[src/rtl/seg7_pkg.sv]
// rtl/seg7_pkg.sv - shared 7-segment codes and digit/anode constants
package seg7_pkg;

  // Active-low cathode codes, bit order gfedcba
  localparam logic [6:0] SEG_0     = 7'b1000000;
  localparam logic [6:0] SEG_1     = 7'b1111001;
  localparam logic [6:0] SEG_2     = 7'b0100100;
  localparam logic [6:0] SEG_3     = 7'b0110000;
  localparam logic [6:0] SEG_4     = 7'b0011001;
  localparam logic [6:0] SEG_5     = 7'b0010010;
  localparam logic [6:0] SEG_6     = 7'b0000010;
  localparam logic [6:0] SEG_7     = 7'b1111000;
  localparam logic [6:0] SEG_8     = 7'b0000000;
  localparam logic [6:0] SEG_9     = 7'b0010000;
  localparam logic [6:0] SEG_BLANK = 7'b1111111;

  localparam logic [1:0] DIG_SEC_ONES = 2'd0;
  localparam logic [1:0] DIG_SEC_TENS = 2'd1;
  localparam logic [1:0] DIG_MIN_ONES = 2'd2;
  localparam logic [1:0] DIG_MIN_TENS = 2'd3;

  localparam logic [3:0] AN_ALL_OFF = 4'hF;

endpackage

[src/rtl/bcd_to_seg7.sv]
// rtl/bcd_to_seg7.sv - combinational BCD nibble to active-low segment code
module bcd_to_seg7
  import seg7_pkg::*;
(
  input  logic [3:0] bcd,
  output logic [6:0] seg
);

  always_comb begin
    seg = SEG_BLANK;
    case (bcd)
      4'd0:    seg = SEG_0;
      4'd1:    seg = SEG_1;
      4'd2:    seg = SEG_2;
      4'd3:    seg = SEG_3;
      4'd4:    seg = SEG_4;
      4'd5:    seg = SEG_5;
      4'd6:    seg = SEG_6;
      4'd7:    seg = SEG_7;
      4'd8:    seg = SEG_8;
      4'd9:    seg = SEG_9;
      default: seg = SEG_BLANK;
    endcase
  end

endmodule

[src/rtl/mmss_display.sv]
// rtl/mmss_display.sv - BCD mm:ss counter on the 1 Hz input, multiplexed 4-digit display
module mmss_display
  import seg7_pkg::*;
#(
  parameter int REFRESH_COUNT = 100_000,
  parameter int RESET_DIGIT   = 0
) (
  input  logic       i_clk_100MHz,
  input  logic       i_rst_n,
  input  logic       i_clk_1Hz,
  input  logic       i_pause,
  input  logic       i_clear,
  output logic [6:0] o_seg,
  output logic       o_dp,
  output logic [3:0] o_an,
  output logic       o_wrap
);

  localparam int CW = $clog2(REFRESH_COUNT);
  localparam logic [CW-1:0] REFRESH_LAST = CW'(REFRESH_COUNT - 1);

  logic [3:0]    sec_ones, sec_tens, min_ones, min_tens;
  logic          prev_1hz;
  logic [CW-1:0] refresh_cnt;
  logic [1:0]    digit_sel;
  logic [3:0]    sel_bcd;
  logic [6:0]    sel_seg;
  logic          tick;
  logic          at_max;

  // Edge register resets low, so a high level at reset release is a tick
  assign tick   = i_clk_1Hz & ~prev_1hz;
  assign at_max = (sec_ones == 4'd9) && (sec_tens == 4'd5) &&
                  (min_ones == 4'd9) && (min_tens == 4'd5);

  always_ff @(posedge i_clk_100MHz or negedge i_rst_n) begin
    if (!i_rst_n) begin
      prev_1hz <= 1'b0;
      sec_ones <= 4'd0;
      sec_tens <= 4'd0;
      min_ones <= 4'd0;
      min_tens <= 4'd0;
      o_wrap   <= 1'b0;
    end else begin
      prev_1hz <= i_clk_1Hz;
      o_wrap   <= 1'b0;
      if (i_clear) begin
        sec_ones <= 4'd0;
        sec_tens <= 4'd0;
        min_ones <= 4'd0;
        min_tens <= 4'd0;
      end else if (tick && !i_pause) begin
        o_wrap <= at_max;
        if (sec_ones != 4'd9) begin
          sec_ones <= sec_ones + 4'd1;
        end else begin
          sec_ones <= 4'd0;
          if (sec_tens != 4'd5) begin
            sec_tens <= sec_tens + 4'd1;
          end else begin
            sec_tens <= 4'd0;
            if (min_ones != 4'd9) begin
              min_ones <= min_ones + 4'd1;
            end else begin
              min_ones <= 4'd0;
              min_tens <= (min_tens != 4'd5) ? min_tens + 4'd1 : 4'd0;
            end
          end
        end
      end
    end
  end

  always_ff @(posedge i_clk_100MHz or negedge i_rst_n) begin
    if (!i_rst_n) begin
      refresh_cnt <= '0;
      digit_sel   <= 2'(RESET_DIGIT);
    end else if (refresh_cnt == REFRESH_LAST) begin
      refresh_cnt <= '0;
      digit_sel   <= digit_sel + 2'd1;
    end else begin
      refresh_cnt <= refresh_cnt + 1'b1;
    end
  end

  always_comb begin
    sel_bcd = sec_ones;
    case (digit_sel)
      DIG_SEC_ONES: sel_bcd = sec_ones;
      DIG_SEC_TENS: sel_bcd = sec_tens;
      DIG_MIN_ONES: sel_bcd = min_ones;
      DIG_MIN_TENS: sel_bcd = min_tens;
      default:      sel_bcd = sec_ones;
    endcase
  end

  bcd_to_seg7 u_dec (
    .bcd (sel_bcd),
    .seg (sel_seg)
  );

  // Colon blink rides on the minutes-ones decimal point
  always_ff @(posedge i_clk_100MHz or negedge i_rst_n) begin
    if (!i_rst_n) begin
      o_seg <= SEG_BLANK;
      o_dp  <= 1'b1;
      o_an  <= AN_ALL_OFF;
    end else begin
      o_seg <= sel_seg;
      o_dp  <= !((digit_sel == DIG_MIN_ONES) && i_clk_1Hz);
      o_an  <= ~(4'b0001 << digit_sel);
    end
  end

endmodule

[config.mk]
export PLATFORM = sky130hd
export DESIGN_NAME = mmss_display
export DESIGN_NICKNAME = d
export VERILOG_FILES = /design/src/rtl/seg7_pkg.sv /design/src/rtl/bcd_to_seg7.sv /design/src/rtl/mmss_display.sv
export SDC_FILE = /design/constraint.sdc
export NUM_CORES = 1
export LEC_CHECK = 0
export ABC_AREA = 1
export BUFFER_PORTS_ARGS = -buffer_cell sky130_fd_sc_hd__buf_2
export CORE_ASPECT_RATIO = 1.75
export CORE_MARGIN = 8
export CORE_UTILIZATION = 54
export DETAILED_ROUTE_END_ITERATION = 16
export PLACE_DENSITY_LB_ADDON = 0.08
export SYNTH_ARGS = -nofsm -noshare
export SYNTH_HDL_FRONTEND = slang
export SYNTH_SLANG_ARGS = --single-unit
[constraint.sdc]
create_clock -name i_clk_100MHz -period 1.6 [get_ports i_clk_100MHz]
set_clock_uncertainty 0.05 [all_clocks]
set_input_delay 0.32 -clock i_clk_100MHz [delete_from_list [all_inputs] [get_ports i_clk_100MHz]]
set_output_delay 0.32 -clock i_clk_100MHz [all_outputs]
set_load 0.005 [all_outputs]
# Yosys cells after proc, flatten, opt, wreduce, memory -nomap -nowiden
# Memory sizes are Yosys's and may differ from the RTL's. A register that Yosys moved wholly into a read port is not among the register bits.
# Cells that the tools add are included.
[op_classes]
n_addsub = 6
shift = 1
n_reduce_logical = 13
bitwise = 3
n_mux = 22
n_eq_ne = 15
[ops]
columns = ["op", "count"]
rows = [
  ["$mux 4", 18],
  ["$add 17x1->17 const B", 1],
  ["$eq 17x17->1 const B", 1],
  ["$mux 17", 1],
  ["$add 4x1->4 const B", 4],
  ["$pmux 4 s4", 1],
  ["$eq 4x3->1 const B", 2],
  ["$eq 4x4->1 const B", 2],
  ["$ne 4x3->1 const B", 2],
  ["$ne 4x4->1 const B", 2],
  ["$ne 2x2->1 const B", 3],
  ["$logic_and 1x1->1", 5],
  ["$eq 2x2->1 const B", 2],
  ["$not 4->4", 1],
  ["$reduce_and 4->1", 1],
  ["$shl 1x2->4 const A", 1],
  ["$logic_not 1->1", 3],
  ["$reduce_and 3->1", 1],
  ["$add 2x1->2 const B", 1],
  ["$eq 2x1->1 const B", 1],
  ["$logic_not 2->1", 1],
  ["$mux 1", 2],
  ["$reduce_and 2->1", 1],
  ["$reduce_bool 2->1", 1],
  ["2 further kinds", 2],
]
[totals]
romBits = 112
word_cells = 71
inputBits = 5
n_memories = 1
regBits = 42
[mem_list]
columns = ["memory", "words", "word_bits", "read_ports", "rd_clocked_by_memory_dff", "wr", "line", "source"]
rows = [
  ["(no name shown)", 16, 7, 1, 1, 0, "bcd_to_seg7.sv:11", "case (bcd)"],
]

# Depth between registers and ports, before layout
[depth]
depth_word = 7
depth_mapped = 11
ltp_nobuf = 11

# Modules after synthesis
# From an unflattened synthesis, not the netlist that was laid out.
[unflattened]
hier_cells = 350
hier_area_um2 = 2768.9
[modules_own_cells]
columns = ["mod", "area_per_inst_um2", "seq_area_each_um2", "cells_per_inst", "instances"]
rows = [
  ["mmss_display", 2581.2, 1241.2, 315, 1],
  ["bcd_to_seg7", 187.7, 0.0, 35, 1],
]

# Worst setup path before layout
# Ideal clock, no wire load.
[synth_timing]
kind = "flip-flop to flip-flop"
startpoint = "register digit_sel[0]"
endpoint = "register o_seg[3]"
required_ps = 1473
arrival_time_ps = 1594
path_slack_ps = -121
setup_time_ps = 77
path_stages_with_launch = 12
cell_sequence = "dfrtp_1 -> inv_1 -> ha_1 -> inv_2 -> nand2_1 -> o21ai_2 -> inv_1 -> ha_1 -> nand2_1 -> nand2_1 -> nand2_1 -> nand2_1"
[synth_between]
elab_chain_len = 2
[synth_lines]
columns = ["item", "line", "source"]
rows = [
  ["from (decl)", "mmss_display.sv:25", "logic [1:0] digit_sel;"],
  ["from (signal assigned)", "mmss_display.sv:77", "digit_sel <= 2'(RESET_DIGIT);"],
  ["from (signal assigned)", "mmss_display.sv:80", "digit_sel <= digit_sel + 2'd1;"],
  ["$eq 2x2->1, or another cell as far along", "mmss_display.sv:88", "case (digit_sel)"],
  ["$pmux 4 s4 (*)", "mmss_display.sv:88", ""],
  ["to (decl)", "mmss_display.sv:13", "output logic [6:0] o_seg,"],
]
# Every way passes the cells marked *; elsewhere a longest branch is shown, timed or not.
# A chain may end at the register's enable or synchronous reset.

# Worst setup path after layout
[layout_timing]
startpoint = "register digit_sel[1]"
endpoint = "register o_seg[3]"
# The elaborated chain is that of the path after synthesis.

==> impl_metrics.csv <==
group,metric,value,unit
sta,fin_crit_sh,102.7,%
grt,grt_usage,16.39,%
synthesis,ys.flop_type,"dfrtp_1",
floorplan,die_h,109.8,µm
placed_design,portBuffers,17,
power_and_ir_drop,vdd_drop_max,0.8414,mV
grt,grt_max_degree,50,
floorplan,die_area,7637,µm²
routing,routed_wl,6272,µm
setup_path,critPathMaxStageDelay,0.41,ns
setup_path,crit_fanout,4,
routing,vias,2249,
routing,topRoutingLayerUsed,"met4",
cells_and_area,stdcell_count,434,
cells_and_area,n_fill_cell,381,
setup_path,crit_path_frequent_cell,"nand2_1",
clock_tree,cts_sinks,49,
floorplan,core,4892,µm²
cells_and_area,multiInputGateArea,1411,µm²
routing,wl_met2,3604,µm
setup_path,critPathKind,"reg2reg",
status,outcome,"finished, violations left",
clock_tree,root_buffer,"clkbuf_8",
routing,drt_iter0_drc,132,
cells_and_area,drive_gt1_share,34.74,%
floorplan,ios,18,
floorplan,die_x,69.58,µm
grt,antenna_found_initial,0,
grt,grt_pass1_wl,9963,µm
sta,fin_ws,-0.04278,ns
setup_path,path_delay_family,"adder cells",
synthesis,synth_edf_count,0,
sta,finalCriticalPeriod,1.643,ns
placed_design,dpl.hpwl,4583,µm
sta,slew_headroom,81.44,%
cells_and_area,synthToLayoutAreaGrowth,24.31,%
setup_path,arrival,1.84,ns
cells_and_area,n_antenna_cell,0,
routing,via_per_inst,5.182,
grt,grt_pass1_vias,2245,
routing,post_drt_wl_per_cell,14.45,µm
routing,final_antenna_net_count,0,
run,max-cap-violations,0,
synthesis,synth_cell_types,30,
cells_and_area,mostFrequentLayoutCell,"nand2_1",
cells_and_area,finalNetCount,399,
clock_tree,cts_made_buffers,5,
synthesis,syn_area_per_cell,8.503,µm²
synthesis,yosys.area.top_type_share,34.13,%
synthesis,synth_area,2713,µm²
setup_path,critPathBufInv,2,
cells_and_area,seqCellArea,1244,µm²
placed_design,placed_cell_area,3052,µm²
clock_tree,insertion_delay,0.30,ns
sta,fmax,608.7,MHz
floorplan,initial_utilization,55.45,%
clock_tree,cts_tree,"yes",
clock_tree,ctsHtreeMaxLevel,2,
routing,remaining_drc_errors,0,
synthesis,synth.ff_latch_count,49,
sta,finalHoldViolCount,0,
sta,rsz0062_at_grt,"true",
setup_path,crit_chain,"inv_2 -> ha_2 -> nand2_1 -> nand2_2 -> o21ai_4 -> inv_2 -> ha_4 -> nand2_2 -> nand2_1 -> nand2_1 -> nand2_1",
grt,overflow,0,
power_and_ir_drop,power_leakage,1.687,nW
setup_path,cp.required,1.80,ns
floorplan,std_cell_rows,34,
synthesis,synth_cells,319,
sta,holdWs,0.1112,ns
synthesis,synth_warnings,0,
placed_design,dp_cells,413,
hold_path,hold_path_class,"in2reg",
synthesis,yosys-top-cells-area,"dfrtp_1, dfstp_2, nand2_1",
synthesis,synthArstFlopShare,100.0,%
synthesis,syn-num-nets,339,
routing,dr.pass1.iters,4,
routing,met3_length,180,µm
setup_path,setup.worst_path.end_class,"flop",
power_and_ir_drop,p_per_area,880.3,nW/µm²
placed_design,gp_congestion,0.8950,
clock_tree,ctsLongestPathBuffers,2,
sta,finalSetupViolCount,4,
synthesis,ys_seq_area_share,45.76,%
clock_tree,clk_pin_slew,0.09,ns
sta,slew_viol_final,0,
setup_path,cp_slowest_cell,"dfrtp_2",
cells_and_area,finalInstanceArea,3372,µm²
routing,wl_met1,2139,µm
sta,worst_slew_pin_slew,0.2785,ns
synthesis,synth_top_area_cell,"dfrtp_1",
cells_and_area,final_cell_mix,"nand2_1, inv_1, dfrtp_1",
status,violations,"setup timing",
setup_path,worst_setup_path_start_kind,"flop",
==> registers in the layout (all words and copies together) (netlist names) <==
signal       flops
o_an             4
prev_1hz         1
o_seg            7
min_ones         4
o_dp             1
min_tens         4
refresh_cnt     17
sec_tens         4
sec_ones         4
digit_sel        2
o_wrap           1
==> where the power goes <==
part           total (mW)  switching [mW]  internal (mW)
Combinational       0.713           0.370          0.343
Clock               0.759           0.406          0.353
Sequential           1.50           0.108           1.39
==> timing repair <==
item                                    in CTS  in global routing
buffers inserted                             1                 10
hold buffers                                 1                  0
endpoints found under the setup margin       7                 19
resized for setup                            9                 28
cloned                                       0                  1
pin swaps                                    3                 22
endpoints found under the hold margin       37                  0
==> final cells by class <==
cell class	instances	area share [%]
clock buffers	8	2.672
inverters	49	5.603
flip-flops and latches	49	36.88
repair buffers	53	10.98
well taps	54	2.004
multi-input cells	221	41.86
==> final timing paths <==
check	from	to	slack, ns	depth (start not counted)
hold reg to reg	sec_tens[3]	sec_tens[3]	0.47	3
setup reg to reg	digit_sel[1]	o_seg[3]	-0.04	11
min in group asynchronous	i_rst_n	sec_tens[2]	0.48	3
setup / recovery	digit_sel[1]	o_seg[3]	-0.04	11
max in group asynchronous	i_rst_n	o_seg[1]	0.73	3
hold / removal	i_clk_1Hz	prev_1hz	0.11	1
==> synthesized netlist by cell type, types with 2 or more instances <==
cell type and n:
nand2_2 7, ha_1 15, xor2_1 16, o21ai_0 12, nand2_4 2, nor3_1 2, o21ai_1 7, inv_2 5
inv_1 44, nand4_1 9, nand2_1 72, o22ai_1 2, nand3_2 2, nor2_4 6, a21oi_1 2, nand3_1 20
or2_2 2, nor2_1 35, dfstp_2 12, dfrtp_1 37
==> cell families (layout without fill, tap and decap cells) <==
kind of cell	Yosys count	count (layout)	share of synthesized area, %
and+or+nand+nor	158	159	27.31
AOI/OAI and AO/OA	30	30	7.288
adders and majority gates	15	15	6.919
DFF	49	49	45.76
muxes	1	1	0.3690
xor gates and xnor gates	16	16	5.166
buffers and inverters	50	110	7.196
==> metal layers <==
layer / up-vias / global-route usage [%]
li1: 1126 / -
met1: 1052 / 14.05
met2: 44 / 33.02
met3: 27 / 3.162
met4: 0 / 10.90
met5: - / 0
==> through the flow <==
stage                     util (%)  total power, mW  TNS (ns)  worst slack [ns]
after floorplan                  -            1.833  -0.02309          -0.02309
after global placement       62.38            2.083  -0.03630          -0.03630
after detailed placement     62.38            2.103   -0.1654          -0.09160
after CTS                    65.52            2.889   -0.1631          -0.06292
after global routing         68.93            3.124   -0.8370           -0.1486
final                        68.93            2.968  -0.08130          -0.04278
Power figures use the tool's default switching activity.
